### src/rtl/fsm_calibration_multi_if.sv
// ---------------------------------------------------------------------------
// fsm_calibration_multi_if
// Bundles the control, configuration and status signals of the multi-frame
// calibration sequencer so the sequencer and its driver share one port.
//
// Signals (direction given from the sequencer's point of view):
//   start           in   begin a calibration run (honoured only when idle)
//   abort           in   cancel the current run
//   fg_opto         in   frame-grabber opto pulse, rising edge = frame start
//   detector_ready  in   per-channel detector ready level
//   ch_enable       in   channel mask, latched at start
//   fg_open_delay   in   cycles from opto edge to ready check, latched at start
//   trigger_len     in   trigger high time in cycles (0 behaves as 1)
//   ready_timeout   in   max cycles waiting for ready (0 = wait forever)
//   repeat_count    in   frames per run (0 behaves as 1)
//   output_trigger  out  registered trigger pulses
//   busy            out  high whenever a run is in progress
//   done            out  one-cycle pulse on successful completion
//   timeout_err     out  sticky ready-timeout flag
//   frames_done     out  frames triggered in the current/last run
//   scenario_state  out  current state code, zero-extended to 8 bits
//
// Modports: master drives the requests, slave is the sequencer itself.
// ---------------------------------------------------------------------------
interface fsm_calibration_multi_if #(
  parameter int N_CH  = 4,
  parameter int CNT_W = 32,
  parameter int REP_W = 16
);
  logic             start;
  logic             abort;
  logic             fg_opto;
  logic [N_CH-1:0]  detector_ready;
  logic [N_CH-1:0]  ch_enable;
  logic [CNT_W-1:0] fg_open_delay;
  logic [CNT_W-1:0] trigger_len;
  logic [CNT_W-1:0] ready_timeout;
  logic [REP_W-1:0] repeat_count;
  logic [N_CH-1:0]  output_trigger;
  logic             busy;
  logic             done;
  logic             timeout_err;
  logic [REP_W-1:0] frames_done;
  logic [7:0]       scenario_state;

  modport master (
    output start, abort, fg_opto, detector_ready, ch_enable,
           fg_open_delay, trigger_len, ready_timeout, repeat_count,
    input  output_trigger, busy, done, timeout_err, frames_done, scenario_state
  );

  modport slave (
    input  start, abort, fg_opto, detector_ready, ch_enable,
           fg_open_delay, trigger_len, ready_timeout, repeat_count,
    output output_trigger, busy, done, timeout_err, frames_done, scenario_state
  );
endinterface

### src/rtl/fsm_calibration_multi.sv
// ---------------------------------------------------------------------------
// fsm_calibration_multi
// Multi-channel, multi-frame calibration sequencer. For every frame it waits
// for a frame-grabber opto edge, waits the programmed open delay, waits until
// every enabled detector is ready, then fires a programmable-length trigger on
// the enabled channels. A run repeats for the programmed number of frames and
// can end early through the ready timeout or abort.
//
// Ports:
//   clock         system clock
//   reset_signal  synchronous reset, active-high (wins over abort and start)
//   bus           fsm_calibration_multi_if.slave -- requests, configuration
//                 and all registered status outputs
//
// Optional feature: define CALIB_OPTO_SYNC_EN to pass fg_opto through a
// 2-flop synchronizer before edge detection (adds 2 cycles of latency).
// Without it fg_opto is assumed synchronous to clock.
// ---------------------------------------------------------------------------
module fsm_calibration_multi #(
  parameter int N_CH  = 4,
  parameter int CNT_W = 32,
  parameter int REP_W = 16
) (
  input logic                  clock,
  input logic                  reset_signal,
  fsm_calibration_multi_if.slave bus
);

  typedef enum logic [2:0] {
    IDLE       = 3'd0,
    WAIT_OPTO  = 3'd1,
    OPEN_DELAY = 3'd2,
    WAIT_READY = 3'd3,
    TRIGGER    = 3'd4,
    NEXT       = 3'd5,
    DONE       = 3'd6,
    ERROR      = 3'd7
  } state_e;

  state_e           state_q, state_d;
  logic [CNT_W-1:0] cnt_q, cnt_d;
  logic [REP_W-1:0] frames_q, frames_d;
  logic             timeoutErr_q, timeoutErr_d;
  logic [N_CH-1:0]  mask_q;
  logic [CNT_W-1:0] delay_q, len_q, timeout_q;
  logic [REP_W-1:0] repeat_q;
  logic             fgOpto_q;
  logic [N_CH-1:0]  trig_q;
  logic             busy_q, done_q;
  logic             runAccept;
  logic             optoSrc, optoEdge;
  logic [CNT_W-1:0] delayEff, lenEff;
  logic [REP_W-1:0] repeatEff, framesInc;

`ifdef CALIB_OPTO_SYNC_EN
  logic optoMeta_q, optoSync_q;

  // Two-flop synchronizer for the asynchronous frame-grabber opto line.
  always_ff @(posedge clock) begin
    if (reset_signal) begin
      optoMeta_q <= 1'b0;
      optoSync_q <= 1'b0;
    end else begin
      optoMeta_q <= bus.fg_opto;
      optoSync_q <= optoMeta_q;
    end
  end

  assign optoSrc = optoSync_q;
`else
  assign optoSrc = bus.fg_opto;
`endif

  // A zero delay, length or repeat count behaves as one so every frame spends
  // at least one cycle in each phase and every run fires at least one frame.
  assign optoEdge  = optoSrc & ~fgOpto_q;
  assign delayEff  = (delay_q  == '0) ? CNT_W'(1) : delay_q;
  assign lenEff    = (len_q    == '0) ? CNT_W'(1) : len_q;
  assign repeatEff = (repeat_q == '0) ? REP_W'(1) : repeat_q;
  assign framesInc = frames_q + 1'b1;

  // Next-state logic. The shared counter is reused per phase and cleared on
  // every phase entry. Abort overrides every transition and freezes the
  // frame count and error flag.
  always_comb begin
    state_d      = state_q;
    cnt_d        = cnt_q;
    frames_d     = frames_q;
    timeoutErr_d = timeoutErr_q;
    runAccept    = 1'b0;
    unique case (state_q)
      IDLE: begin
        if (bus.start && (bus.ch_enable != '0)) begin
          runAccept    = 1'b1;
          frames_d     = '0;
          timeoutErr_d = 1'b0;
          state_d      = WAIT_OPTO;
        end
      end
      WAIT_OPTO: begin
        if (optoEdge) begin
          state_d = OPEN_DELAY;
          cnt_d   = '0;
        end
      end
      OPEN_DELAY: begin
        cnt_d = cnt_q + 1'b1;
        if (cnt_q == delayEff - 1'b1) begin
          state_d = WAIT_READY;
          cnt_d   = '0;
        end
      end
      WAIT_READY: begin
        cnt_d = cnt_q + 1'b1;
        if ((bus.detector_ready & mask_q) == mask_q) begin
          state_d = TRIGGER;
          cnt_d   = '0;
        end else if ((timeout_q != '0) && (cnt_q == timeout_q - 1'b1)) begin
          state_d      = ERROR;
          timeoutErr_d = 1'b1;
        end
      end
      TRIGGER: begin
        cnt_d = cnt_q + 1'b1;
        if (cnt_q == lenEff - 1'b1) begin
          state_d = NEXT;
        end
      end
      NEXT: begin
        frames_d = framesInc;
        state_d  = (framesInc == repeatEff) ? DONE : WAIT_OPTO;
      end
      DONE:    state_d = IDLE;
      ERROR:   state_d = IDLE;
      default: state_d = IDLE;
    endcase
    if (bus.abort && (state_q != IDLE)) begin
      state_d      = IDLE;
      frames_d     = frames_q;
      timeoutErr_d = timeoutErr_q;
    end
  end

  // State, configuration and output registers. Outputs are derived from the
  // next state so trigger and done line up exactly with the state they
  // belong to, and an abort drops the trigger in the same cycle as the state.
  always_ff @(posedge clock) begin
    if (reset_signal) begin
      state_q      <= IDLE;
      cnt_q        <= '0;
      frames_q     <= '0;
      timeoutErr_q <= 1'b0;
      mask_q       <= '0;
      delay_q      <= '0;
      len_q        <= '0;
      timeout_q    <= '0;
      repeat_q     <= '0;
      fgOpto_q     <= 1'b0;
      trig_q       <= '0;
      busy_q       <= 1'b0;
      done_q       <= 1'b0;
    end else begin
      state_q      <= state_d;
      cnt_q        <= cnt_d;
      frames_q     <= frames_d;
      timeoutErr_q <= timeoutErr_d;
      fgOpto_q     <= optoSrc;
      trig_q       <= (state_d == TRIGGER) ? mask_q : '0;
      busy_q       <= (state_d != IDLE);
      done_q       <= (state_d == DONE);
      if (runAccept) begin
        mask_q    <= bus.ch_enable;
        delay_q   <= bus.fg_open_delay;
        len_q     <= bus.trigger_len;
        timeout_q <= bus.ready_timeout;
        repeat_q  <= bus.repeat_count;
      end
    end
  end

  assign bus.output_trigger = trig_q;
  assign bus.busy           = busy_q;
  assign bus.done           = done_q;
  assign bus.timeout_err    = timeoutErr_q;
  assign bus.frames_done    = frames_q;
  assign bus.scenario_state = {5'b0, state_q};

endmodule
### src/flat_wrapper.sv
// flat-port wrapper written by rule: the top's interface ports become plain ports
module fsm_calibration_multi_flat 
#(
  parameter int N_CH  = 4,
  parameter int CNT_W = 32,
  parameter int REP_W = 16
)
  (clock, reset_signal, bus_start, bus_abort, bus_fg_opto, bus_detector_ready, bus_ch_enable, bus_fg_open_delay, bus_trigger_len, bus_ready_timeout, bus_repeat_count, bus_output_trigger, bus_busy, bus_done, bus_timeout_err, bus_frames_done, bus_scenario_state);
  fsm_calibration_multi_if #(.N_CH(N_CH), .CNT_W(CNT_W), .REP_W(REP_W)) bus_i ();
  input logic clock;
  input logic reset_signal;
  input wire logic [$bits(bus_i.start)-1:0] bus_start;
  input wire logic [$bits(bus_i.abort)-1:0] bus_abort;
  input wire logic [$bits(bus_i.fg_opto)-1:0] bus_fg_opto;
  input wire logic [$bits(bus_i.detector_ready)-1:0] bus_detector_ready;
  input wire logic [$bits(bus_i.ch_enable)-1:0] bus_ch_enable;
  input wire logic [$bits(bus_i.fg_open_delay)-1:0] bus_fg_open_delay;
  input wire logic [$bits(bus_i.trigger_len)-1:0] bus_trigger_len;
  input wire logic [$bits(bus_i.ready_timeout)-1:0] bus_ready_timeout;
  input wire logic [$bits(bus_i.repeat_count)-1:0] bus_repeat_count;
  output wire logic [$bits(bus_i.output_trigger)-1:0] bus_output_trigger;
  output wire logic [$bits(bus_i.busy)-1:0] bus_busy;
  output wire logic [$bits(bus_i.done)-1:0] bus_done;
  output wire logic [$bits(bus_i.timeout_err)-1:0] bus_timeout_err;
  output wire logic [$bits(bus_i.frames_done)-1:0] bus_frames_done;
  output wire logic [$bits(bus_i.scenario_state)-1:0] bus_scenario_state;
  assign bus_i.start = bus_start;
  assign bus_i.abort = bus_abort;
  assign bus_i.fg_opto = bus_fg_opto;
  assign bus_i.detector_ready = bus_detector_ready;
  assign bus_i.ch_enable = bus_ch_enable;
  assign bus_i.fg_open_delay = bus_fg_open_delay;
  assign bus_i.trigger_len = bus_trigger_len;
  assign bus_i.ready_timeout = bus_ready_timeout;
  assign bus_i.repeat_count = bus_repeat_count;
  assign bus_output_trigger = bus_i.output_trigger;
  assign bus_busy = bus_i.busy;
  assign bus_done = bus_i.done;
  assign bus_timeout_err = bus_i.timeout_err;
  assign bus_frames_done = bus_i.frames_done;
  assign bus_scenario_state = bus_i.scenario_state;
  fsm_calibration_multi #(.N_CH(N_CH), .CNT_W(CNT_W), .REP_W(REP_W)) u_core (.clock(clock), .reset_signal(reset_signal), .bus(bus_i));
endmodule
### config.mk
export PLATFORM = sky130hd
export DESIGN_NAME = fsm_calibration_multi_flat
export DESIGN_NICKNAME = d
export VERILOG_FILES = /design/src/rtl/fsm_calibration_multi_if.sv /design/src/rtl/fsm_calibration_multi.sv /design/src/flat_wrapper.sv
export SDC_FILE = /design/constraint.sdc
export NUM_CORES = 1
export LEC_CHECK = 0
export CAP_MARGIN = 20
export CORE_MARGIN = 2
export CORE_UTILIZATION = 30
export CTS_CLUSTER_SIZE = 24
export DETAILED_ROUTE_END_ITERATION = 12
export PLACE_DENSITY = 0.57
export SYNTH_ARGS = -nofsm -noshare
export SYNTH_HDL_FRONTEND = slang
export SYNTH_SLANG_ARGS = --single-unit
### constraint.sdc
create_clock -name clock -period 4.9 [get_ports clock]
set_input_delay 0.735 -clock clock [delete_from_list [all_inputs] [get_ports clock]]
set_output_delay 0.735 -clock clock [all_outputs]
set_load 0.01 [all_outputs]
# After elaboration in Yosys (flattened, before gate mapping)
# Cells that the tools add are included.
[word_totals]
word_cells = 84
in_bits = 125
ff_bits = 175
[op_classes]
addsub = 5
reduce_logical = 19
eq_ne = 18
n_mux = 24
n_bitwise = 5
[ops]
columns = ["op", "n"]
rows = [
  ["$mux 32", 5],
  ["$pmux 32 s4", 1],
  ["$eq 32x32->1", 3],
  ["$sub 32x1->32 const B", 3],
  ["$logic_not 32->1", 2],
  ["$add 32x1->32 const B", 1],
  ["$mux 16", 2],
  ["$pmux 16 s2", 1],
  ["$reduce_bool 32->1", 1],
  ["$mux 3", 8],
  ["$pmux 3 s7", 1],
  ["$eq 3x3->1 const B", 6],
  ["$add 16x1->16 const B", 1],
  ["$eq 16x16->1", 1],
  ["$logic_not 16->1", 1],
  ["$reduce_bool 4->1", 2],
  ["$eq 3x2->1 const B", 2],
  ["$ne 2x1->1 const B", 3],
  ["$reduce_bool 3->1", 2],
  ["$mux 1", 5],
  ["$reduce_and 5->1", 1],
  ["$and 4x4->4", 1],
  ["$eq 4x4->1", 1],
  ["$reduce_bool 2->1", 2],
  ["10 further kinds", 15],
]

# Depth between registers and ports, before layout
# Gate-level depths: netlist of the first run.
[logic_depth]
depth_word = 10
mapped_depth = 18
mapped_depth_nobuf = 15

# Worst setup path after synthesis of the first run
# No wires, ideal clock.
[synth_path]
path_type = "register to register"
from = "reg u_core.delay_q[10]"
to = "reg u_core.cnt_q[13]"
path_stages_with_launch = 18
slack_ns = 0.762
arrival_ns = 4.021
n_path_buf = 3
cell_sequence = "dfxtp_1 clkbuf_1 nor4_4 and4_1 clkbuf_1 a31oi_1 ha_1 nor3b_2 nand4_2 nor4_1 xnor2_1 a2111oi_2 o2111ai_2 nor4_4 nor3_2 buf_6 a21o_1 a22o_1"
[synth_between]
elab_chain_cells = 6
[synth_lines]
columns = ["item", "line_no", "source"]
rows = [
  ["start: declaration", "fsm_calibration_multi.sv:45", "logic [CNT_W-1:0] delay_q, len_q, timeout_q;"],
  ["start signal: assignment", "fsm_calibration_multi.sv:173", "delay_q <= bus.fg_open_delay;"],
  ["$logic_not 32->1", "fsm_calibration_multi.sv:77", "assign delayEff = (delay_q == '0) ? CNT_W'(1) : delay_q;"],
  ["$mux 32 *", "fsm_calibration_multi.sv:77", ""],
  ["$sub 32x1->32 *", "fsm_calibration_multi.sv:108", "if (cnt_q == delayEff - 1'b1) begin"],
  ["$eq 32x32->1 *", "fsm_calibration_multi.sv:108", ""],
  ["$mux 32 *", "fsm_calibration_multi.sv:108", ""],
  ["$pmux 32 s4 *", "fsm_calibration_multi.sv:91", "unique case (state_q)"],
  ["end signal: assignment", "fsm_calibration_multi.sv:164", "cnt_q <= cnt_d;"],
  ["end: declaration", "fsm_calibration_multi.sv:41", "logic [CNT_W-1:0] cnt_q, cnt_d;"],
]
# Mark *: on every way between the ends. The rest lies on a longest branch, timed or not.
# A chain may end at the register's enable or synchronous reset.

# Final worst setup path of the first run
[layout_path]
from = "reg u_core.delay_q[14]"
to = "reg u_core.cnt_q[21]"
# The elaborated chain is that of the path after synthesis.

==> run summary, run 1 <==
Critical path's largest stage delay -> 0.72 ns
Most common cell after layout, fill and taps aside -> nand2_1
Int Power -> 0.00261 W
Port bufs -> 150
Final period util -> 92.9%
Asr flop ratio synth -> 0%
Most frequent cells in the layout -> nand2_1, dfxtp_1, a21oi_1, clkdlybuf4s50_1, nor2_1
Htree depth -> 4
Post-synthesis compound-gate area fraction -> 18.8%
Slew headroom -> 31.6%
Worst slew pin tran -> 1.02 ns
Synth Area in Simple Gates -> 32.5%
Num Clock Sinks -> 175
Synth Warn # -> 0
Cells along the critical path -> or4_1, nor4_4, a31oi_1, ha_1, nor3b_4, and4_1, a211o_1, and3_1, a21o_1, o2111ai_2, nor4_4, nor3_2, buf_4, nand3_1, o311ai_1
First-pass GRT wire length -> 61.4 mm
Clk Latency, worst-skew pair -> 0.45 ns
WL per Instance -> 18.1 microns
CTS Hold Bufs -> 0
Combinational power share -> 22.7%
Via Count -> 11600
Area Overhead vs Synth -> 21.5%
Critical Path Sink Type -> flip-flop
Initial antenna violation count -> 2
Net switching power -> 0.00126 W
Xor-xnor portion of the synthesized cell area -> 10.6%
Pwr dens -> 280 mW/mm^2
Cts bufs inserted -> 17
Pleak -> 4.84 nW
Fmax -> 220 MHz
Worst Path Class, Setup -> flip-flop to flip-flop
Diodes inserted -> 0
Setup violators final -> 0
Worst-path clk slew -> 0.08 ns
Switching part of the total -> 32.6%
Cell Rows -> 71
Initial Utilization -> 30.3%
Post-Synth Adder-Cell Area -> 0.550%
Die area -> 0.0395 sq mm
Dpl cell area -> 0.0132 sq mm
Largest family of logic cells by synthesized area -> simple AND/OR/NAND/NOR gates
Share of layout cells above drive strength 1 -> 5.12%
CP max stage cell -> or4_1
WP buf/inv -> 1
Crit path time final -> 4.55 ns
Die Ht -> 199 microns
Initial drt markers -> 972
#FFs+latches synth -> 175
Hold Crit Class -> flip-flop to flip-flop
Seq pwr share -> 41.2%
Total Routing Usage GR -> 19.9%
Clock Skews -> 0.0117 ns
Post-synthesis cell count -> 1578
Post-CTS Repair Setup Buffers -> 0
Area of the multi-input gates -> 0.00729 sq mm
Die outline width -> 199 microns
Vias in the first global route -> 10800
Top delay family on crit path -> simple AND/OR/NAND/NOR gates
Drt first pass iters -> 5
Post-CTS resize count -> 0
DP HPWL -> 28.8 mm
Number of flops mapped to enable cells by yosys -> 0
CP Data Required Time -> 5.25 ns
Final WL -> 39.2 mm
Worst vdd ir -> 0.251 mV
Fillers -> 4038
Max_cap viols -> 0
Final hold vios -> 0
Vias per Instance -> 5.35
TritonCTS clock tree -> done
Largest net degree at the start of global routing -> 94
Mux share of post-synthesis cell area -> 1.32%
GPL Wtd Cong -> 0.902
Ys flop type -> dfxtp_1
Core area -> 0.0375 sq mm
CP Launch Type -> flip-flop
Avg Synthesized Cell Area -> 7.21 sq um
DR DRC count -> 0
Setup TNS -> 0 ns
Crit Path Max Fanout -> 13
I/O Pins -> 156
Post-route ant nets -> 0
Status -> completed
Root Driver -> clkbuf_16
Fin nets -> 1778
Design Area, Final -> 0.0138 sq mm
Seq/Total Area, Yosys -> 30.8%
Synth cell types -> 83
Clock Tree Buf Depth -> 2
Synthesized cell area -> 0.0114 sq mm
Overflow after GRT -> 0
Final Max Tran Viols -> 0
Crit path top cell by count -> nor4_4
RSZ-0062 raised after global routing -> no
Worst EP arrival -> 4.90 ns
Sequential Area -> 0.00350 sq mm
Clock Power Share -> 36.1%
final cells by class:
type | count | area share, %
Clock buffer | 17 | 3.08
Tap cell | 511 | 4.63
Timing Repair Buffer | 170 | 12.1
Inverter | 29 | 0.788
Clock inverter | 15 | 1.22
Sequential cell | 175 | 25.4
Multi-Input combinational cell | 1255 | 52.8
layer usage:
| metal | vias up | track usage, % | share of wire, % |
|---|---|---|---|
| met1 | 5550 | 28.2 | 49 |
| li1 | 5727 | - | - |
| met4 | 4 | 4.39 | 1.3 |
| met2 | 311 | 31.7 | 45 |
| met5 | - | 0 | 0.077 |
| met3 | 37 | 3.10 | 4.7 |
cells in the mapped netlist, types with 4 or more instances:
cell type | number | area (sq um)
xnor2_1 | 86 | 753
a21oi_1 | 165 | 826
nor2_1 | 92 | 345
buf_2 | 6 | 30.0
buf_4 | 5 | 37.5
mux2i_1 | 15 | 150
a22oi_1 | 5 | 37.5
nor4b_1 | 6 | 52.6
or4_1 | 17 | 128
and2_1 | 6 | 37.5
clkbuf_1 | 101 | 379
buf_1 | 9 | 33.8
a211oi_1 | 10 | 75.1
a211o_1 | 6 | 52.6
a41oi_1 | 4 | 35.0
nand3b_1 | 11 | 82.6
nand4_1 | 34 | 213
nor4_1 | 35 | 219
xor2_1 | 51 | 447
o21ai_1 | 4 | 20.0
nand2_1 | 310 | 1160
o2111ai_1 | 4 | 35.0
o22ai_1 | 4 | 25.0
o21ai_0 | 55 | 275
o311ai_1 | 7 | 61.3
nand2b_1 | 12 | 75.1
o31ai_1 | 7 | 52.6
and3_1 | 15 | 93.8
nand3_1 | 70 | 350
nor2b_1 | 14 | 87.6
or3_1 | 24 | 150
or2_2 | 10 | 62.6
a22o_1 | 4 | 35.0
nor3b_1 | 4 | 30.0
ha_1 | 5 | 62.6
nand4b_1 | 4 | 35.0
a31oi_1 | 11 | 68.8
nor3_1 | 57 | 285
o211ai_1 | 8 | 60.1
a21o_1 | 7 | 52.6
dfxtp_1 | 175 | 3500
and4_1 | 11 | 96.3
inv_1 | 29 | 109
sequential cells by signal (all words and copies together), names as in the netlist:
name	cells
u_core.bus.busy	1
u_core.bus.done	1
u_core.bus.frames_done	16
u_core.bus.output_trigger	4
u_core.bus.timeout_err	1
u_core.cnt_q	32
u_core.delay_q	32
u_core.fgOpto_q	1
u_core.len_q	32
u_core.mask_q	4
u_core.repeat_q	16
u_core.state_q	3
u_core.timeout_q	32
metrics by stage:
step                power (W)  setup slack (ns)  utilization, %  std cells  hold slack (ns)
floorplan             0.00220             0.762               -       1582            0.436
global placement      0.00250             0.516            35.2       2140            0.444
detailed placement    0.00250             0.387            35.2       2140            0.449
CTS                   0.00391             0.364            36.8       2172            0.460
global route          0.00408            0.0717            36.9       2172            0.486
finish                0.00387             0.349            36.9       2172            0.459
cells by family (layout without fill, tap and decap cells):
| logic type | after synthesis | after routing |
|---|---|---|
| muxes | 15 | 15 |
| other | 1 | 5 |
| buffers and inverters | 152 | 231 |
| xor gates and xnor gates | 137 | 137 |
| AOI/OAI and AO/OA | 345 | 345 |
| adders and majority gates | 5 | 5 |
| DFF | 175 | 175 |
| and+or+nand+nor | 748 | 748 |
worst reg2reg max path, cell delays in order, from the launching register on:
cell and delay, ns:
dfxtp_1 0.39, or4_1 0.72, nor4_4 0.34, a31oi_1 0.20
ha_1 0.27, nor3b_4 0.20, and4_1 0.26, a211o_1 0.29
and3_1 0.16, a21o_1 0.18, o2111ai_2 0.12, nor4_4 0.10
nor3_2 0.70, buf_4 0.32, nand3_1 0.09, o311ai_1 0.13
final timing paths:
| path | startpoint | to | slack [ns] | cells past startpoint |
|---|---|---|---|---|
| min reg2reg | u_core.mask_q[2] | u_core.mask_q[2] | 0.46 | 2 |
| min | u_core.mask_q[2] | u_core.mask_q[2] | 0.46 | 2 |
| max reg2reg | u_core.delay_q[14] | u_core.cnt_q[21] | 0.35 | 15 |
| max | u_core.delay_q[14] | u_core.cnt_q[21] | 0.35 | 15 |
power by group through the flow:
| stage | logic [W] | clock network [W] | registers [W] |
|---|---|---|---|
| finish | 0.000880 | 0.00140 | 0.00159 |
| global route | 0.000979 | 0.00150 | 0.00161 |
| CTS | 0.000878 | 0.00144 | 0.00159 |
| detailed placement | 0.000874 | 0 | 0.00163 |
| global placement | 0.000874 | 0 | 0.00162 |
| floorplan | 0.000626 | 0 | 0.00158 |
Note: power is estimated with default switching activity, not from simulation.
==> inputs of run 2 (changes only) <==
--- a/config.mk
+++ b/config.mk
@@ -8,6 +8,7 @@
 export CAP_MARGIN = 20
 export CORE_MARGIN = 2
 export CORE_UTILIZATION = 30
+export CTS_BUF_LIST = sky130_fd_sc_hd__clkbuf_2 sky130_fd_sc_hd__clkbuf_4 sky130_fd_sc_hd__clkbuf_8
 export CTS_CLUSTER_SIZE = 24
 export DETAILED_ROUTE_END_ITERATION = 12
 export PLACE_DENSITY = 0.57
==> constraint.sdc (replaced) <==
create_clock -name clock -period 5.55 [get_ports clock]
set_input_delay 0.8325 -clock clock [delete_from_list [all_inputs] [get_ports clock]]
set_output_delay 0.8325 -clock clock [all_outputs]
set_load 0.02 [all_outputs]
==> run 2 against run 1 <==
Net effect:
- final cell count down 0.18%
- clock power decreased by 34%
- largest cell class unchanged
- sequential power shrank 11%
- critical endpoint is now u_core.cnt_q[22]
- sequential cell count did not move
- design area shrank 1.8%
- total power is 20% lower
- largest power group unchanged
- via count about the same
- sequential share of layout area increased by 0.48 points
- die area is the same
- routed wire length increased by 1.0%
==> run summary, run 2 (same netlist as run 1, synthesis figures left out) <==
DP HPWL -> 29.2 mm (+1.4%)
Core area -> 0.0375 sq mm (unchanged)
Die Ht -> 199 microns (unchanged)
CTS Hold Bufs -> 0 (unchanged)
Initial drt markers -> 981 (+0.93%)
Die area -> 0.0395 sq mm (unchanged)
Vias per Instance -> 5.37 (+0.24%)
Most used routing layer -> met2
Area of the multi-input gates -> 0.00729 sq mm (about the same)
Crit Path Max Fanout -> 18 (+5)
Fillers -> 4024 (-0.35%)
Cells along the critical path -> or4_1, nor4_4, buf_4, a31oi_1, ha_1, nor3b_2, nand4_2, nor4_1, xnor2_1, a2111oi_2, o2111ai_2, nor4_4, nor3_2, buf_4, and3_1, a221o_1
Critical Path Sink Type -> flip-flop
Clock Power Share -> 29.8% (-6.3 points)
Switching part of the total -> 35.9% (+3.3 points)
Hold Crit Start -> u_core.mask_q[0]
TritonCTS clock tree -> done
Pleak -> 4.71 nW (-2.7%)
Worst slew pin tran -> 0.997 ns (-0.0250 ns)
Vias in the first global route -> 10600 (-1.6%)
Pwr dens -> 229 mW/mm^2 (-18%)
Area Overhead vs Synth -> 19.3%
Die outline width -> 199 microns (unchanged)
Port bufs -> 150 (unchanged)
Worst-path clk slew -> 0.11 ns (+0.03 ns)
Sequential Area -> 0.00350 sq mm (unchanged)
GPL Wtd Cong -> 0.916 (+1.6%)
Post-CTS Repair Setup Buffers -> 0 (unchanged)
Hold Path End -> u_core.mask_q[0]
Total Routing Usage GR -> 20.2% (+0.27 points)
Most frequent cells in the layout -> nand2_1, dfxtp_1, a21oi_1, clkdlybuf4s50_1, nor2_1
DR DRC count -> 0 (unchanged)
R2r setup slk -> 0.75 ns (+0.40 ns)
Int Power -> 0.00199 W (-24%)
R2r worst-path depth -> 16 (+1)
Cts bufs inserted -> 17 (unchanged)
Crit path time final -> 4.80 ns (+0.253 ns)
Slew headroom -> 33.3% (+1.7 points)
Final Max Tran Viols -> 0 (unchanged)
CP Launch Type -> flip-flop
Root Driver -> clkbuf_8
Placed Cells -> 2136 (-0.19%)
Drt first pass iters -> 7 (+2)
R2r endpoint -> u_core.cnt_q[22]
Seq pwr share -> 45.2% (+4.0 points)
Clk Latency, worst-skew pair -> 0.52 ns (+0.07 ns)
Met3 usage -> 3.12% (+0.017 points)
R2R Path Start -> u_core.delay_q[14]
Final hold vios -> 0 (unchanged)
Fin cells -> 2168 (-0.18%)
GRT met1 Usage -> 28.8% (+0.57 points)
Htree depth -> 4 (unchanged)
Met2 usage -> 31.7% (-0.039 points)
I/O Pins -> 156 (unchanged)
Initial antenna violation count -> 1 (-1)
Overflow after GRT -> 0 (unchanged)
Largest net degree at the start of global routing -> 77 (-18%)
Combinational power share -> 24.9% (+2.2 points)
Worst Path Class, Setup -> flip-flop to flip-flop
Critical path's largest stage delay -> 0.58 ns (-0.14 ns)
Hold Crit Class -> flip-flop to flip-flop
Post-CTS resize count -> 0 (unchanged)
Worst vdd ir -> 0.162 mV (-35%)
Fmax -> 208 MHz (-5.3%)
Net switching power -> 0.00112 W (-12%)
Initial Utilization -> 30.3% (unchanged)
WP buf/inv -> 2 (+1)
Worst EP arrival -> 5.21 ns (+0.31 ns)
Final WL -> 39.6 mm (+1.0%)
Setup violators final -> 0 (unchanged)
Share of layout cells above drive strength 1 -> 4.89% (-0.23 points)
Clock Skews -> 0.0264 ns (+0.0147 ns)
Fin nets -> 1774 (-0.22%)
Setup TNS -> 0 ns (unchanged)
First-pass GRT wire length -> 61.7 mm (+0.48%)
Cell Rows -> 71 (unchanged)
Final period util -> 86.6% (-6.3 points)
Final Total Pwr -> 0.00311 W (-20%)
Max_cap viols -> 0 (unchanged)
Top delay family on crit path -> simple AND/OR/NAND/NOR gates
Most common cell after layout, fill and taps aside -> nand2_1
Via Count -> 11600 (+0.060%)
Post-route ant nets -> 0 (unchanged)
Status -> completed
WL per Instance -> 18.3 microns (+1.2%)
Clock Tree Buf Depth -> 2 (unchanged)
Diodes inserted -> 0 (unchanged)
CP Data Required Time -> 5.96 ns (+0.71 ns)
Cells on Worst Hold Path -> 2 (unchanged)
Num Clock Sinks -> 175 (unchanged)
RSZ-0062 raised after global routing -> no
CP max stage cell -> nor3b_2
-- run 2: changes by cell type in the layout (fill, tap and decap cells not counted), sizes merged --
cell,delta
buf,-4
clkinvlp,+2
inv,-2
bufinv,-1
clkinv,+1
-- run 2: layout make-up --
class | instances | share of cell area [%]
well taps | 511 | 4.71
flip-flops and latches | 175 | 25.8
repair buffers | 166 | 11.9
clock buffers | 17 | 1.73
multi-input cells | 1255 | 53.7
inverters | 29 | 0.803
clock inverters | 15 | 1.24
-- run 2: worst max path at each step --
stage / startpoint / to / depth (start not counted)
global route: u_core.delay_q[14] / u_core.cnt_q[22] / 16
detailed placement: u_core.delay_q[14] / u_core.cnt_q[22] / 16
global placement: u_core.delay_q[14] / u_core.cnt_q[22] / 16
CTS: u_core.delay_q[14] / u_core.cnt_q[22] / 16
floorplan: u_core.delay_q[10] / u_core.cnt_q[13] / 17
finish: u_core.delay_q[14] / u_core.cnt_q[22] / 16
-- run 2: tightest hold or removal path: stages (launching register included) --
cell and delay (ns):
dfxtp_1 0.32, nand2_1 0.05, a21oi_1 0.05
-- run 2: power groups by stage --
stage          combinational, W  sequential [W]  clock, W
2_1_floorplan          0.000554         0.00139         0
6_report               0.000775         0.00141  0.000928
3_3_place_gp           0.000768         0.00143         0
4_1_cts                0.000774         0.00141  0.000961
3_5_place_dp           0.000769         0.00143         0
5_1_grt                0.000862         0.00142   0.00101
-- run 2: routing by layer --
metal  share of wire (%)  up-vias
met2                  45      339
li1                    -     5714
met4                 1.6        2
met3                 5.6       33
met1                  48     5548
met5               0.028        -
-- run 2: metrics by stage --
stage                     utilization (%)  cell area, sq um  hold WS [ns]  setup WS, ns
after floorplan                         -             11400         0.436          1.41
after global placement               35.1             13200         0.444         0.845
after detailed placement             35.1             13200         0.450         0.796
after CTS                            36.2             13600         0.465         0.780
after global routing                 36.2             13600         0.490         0.380
final                                36.2             13600         0.463         0.746
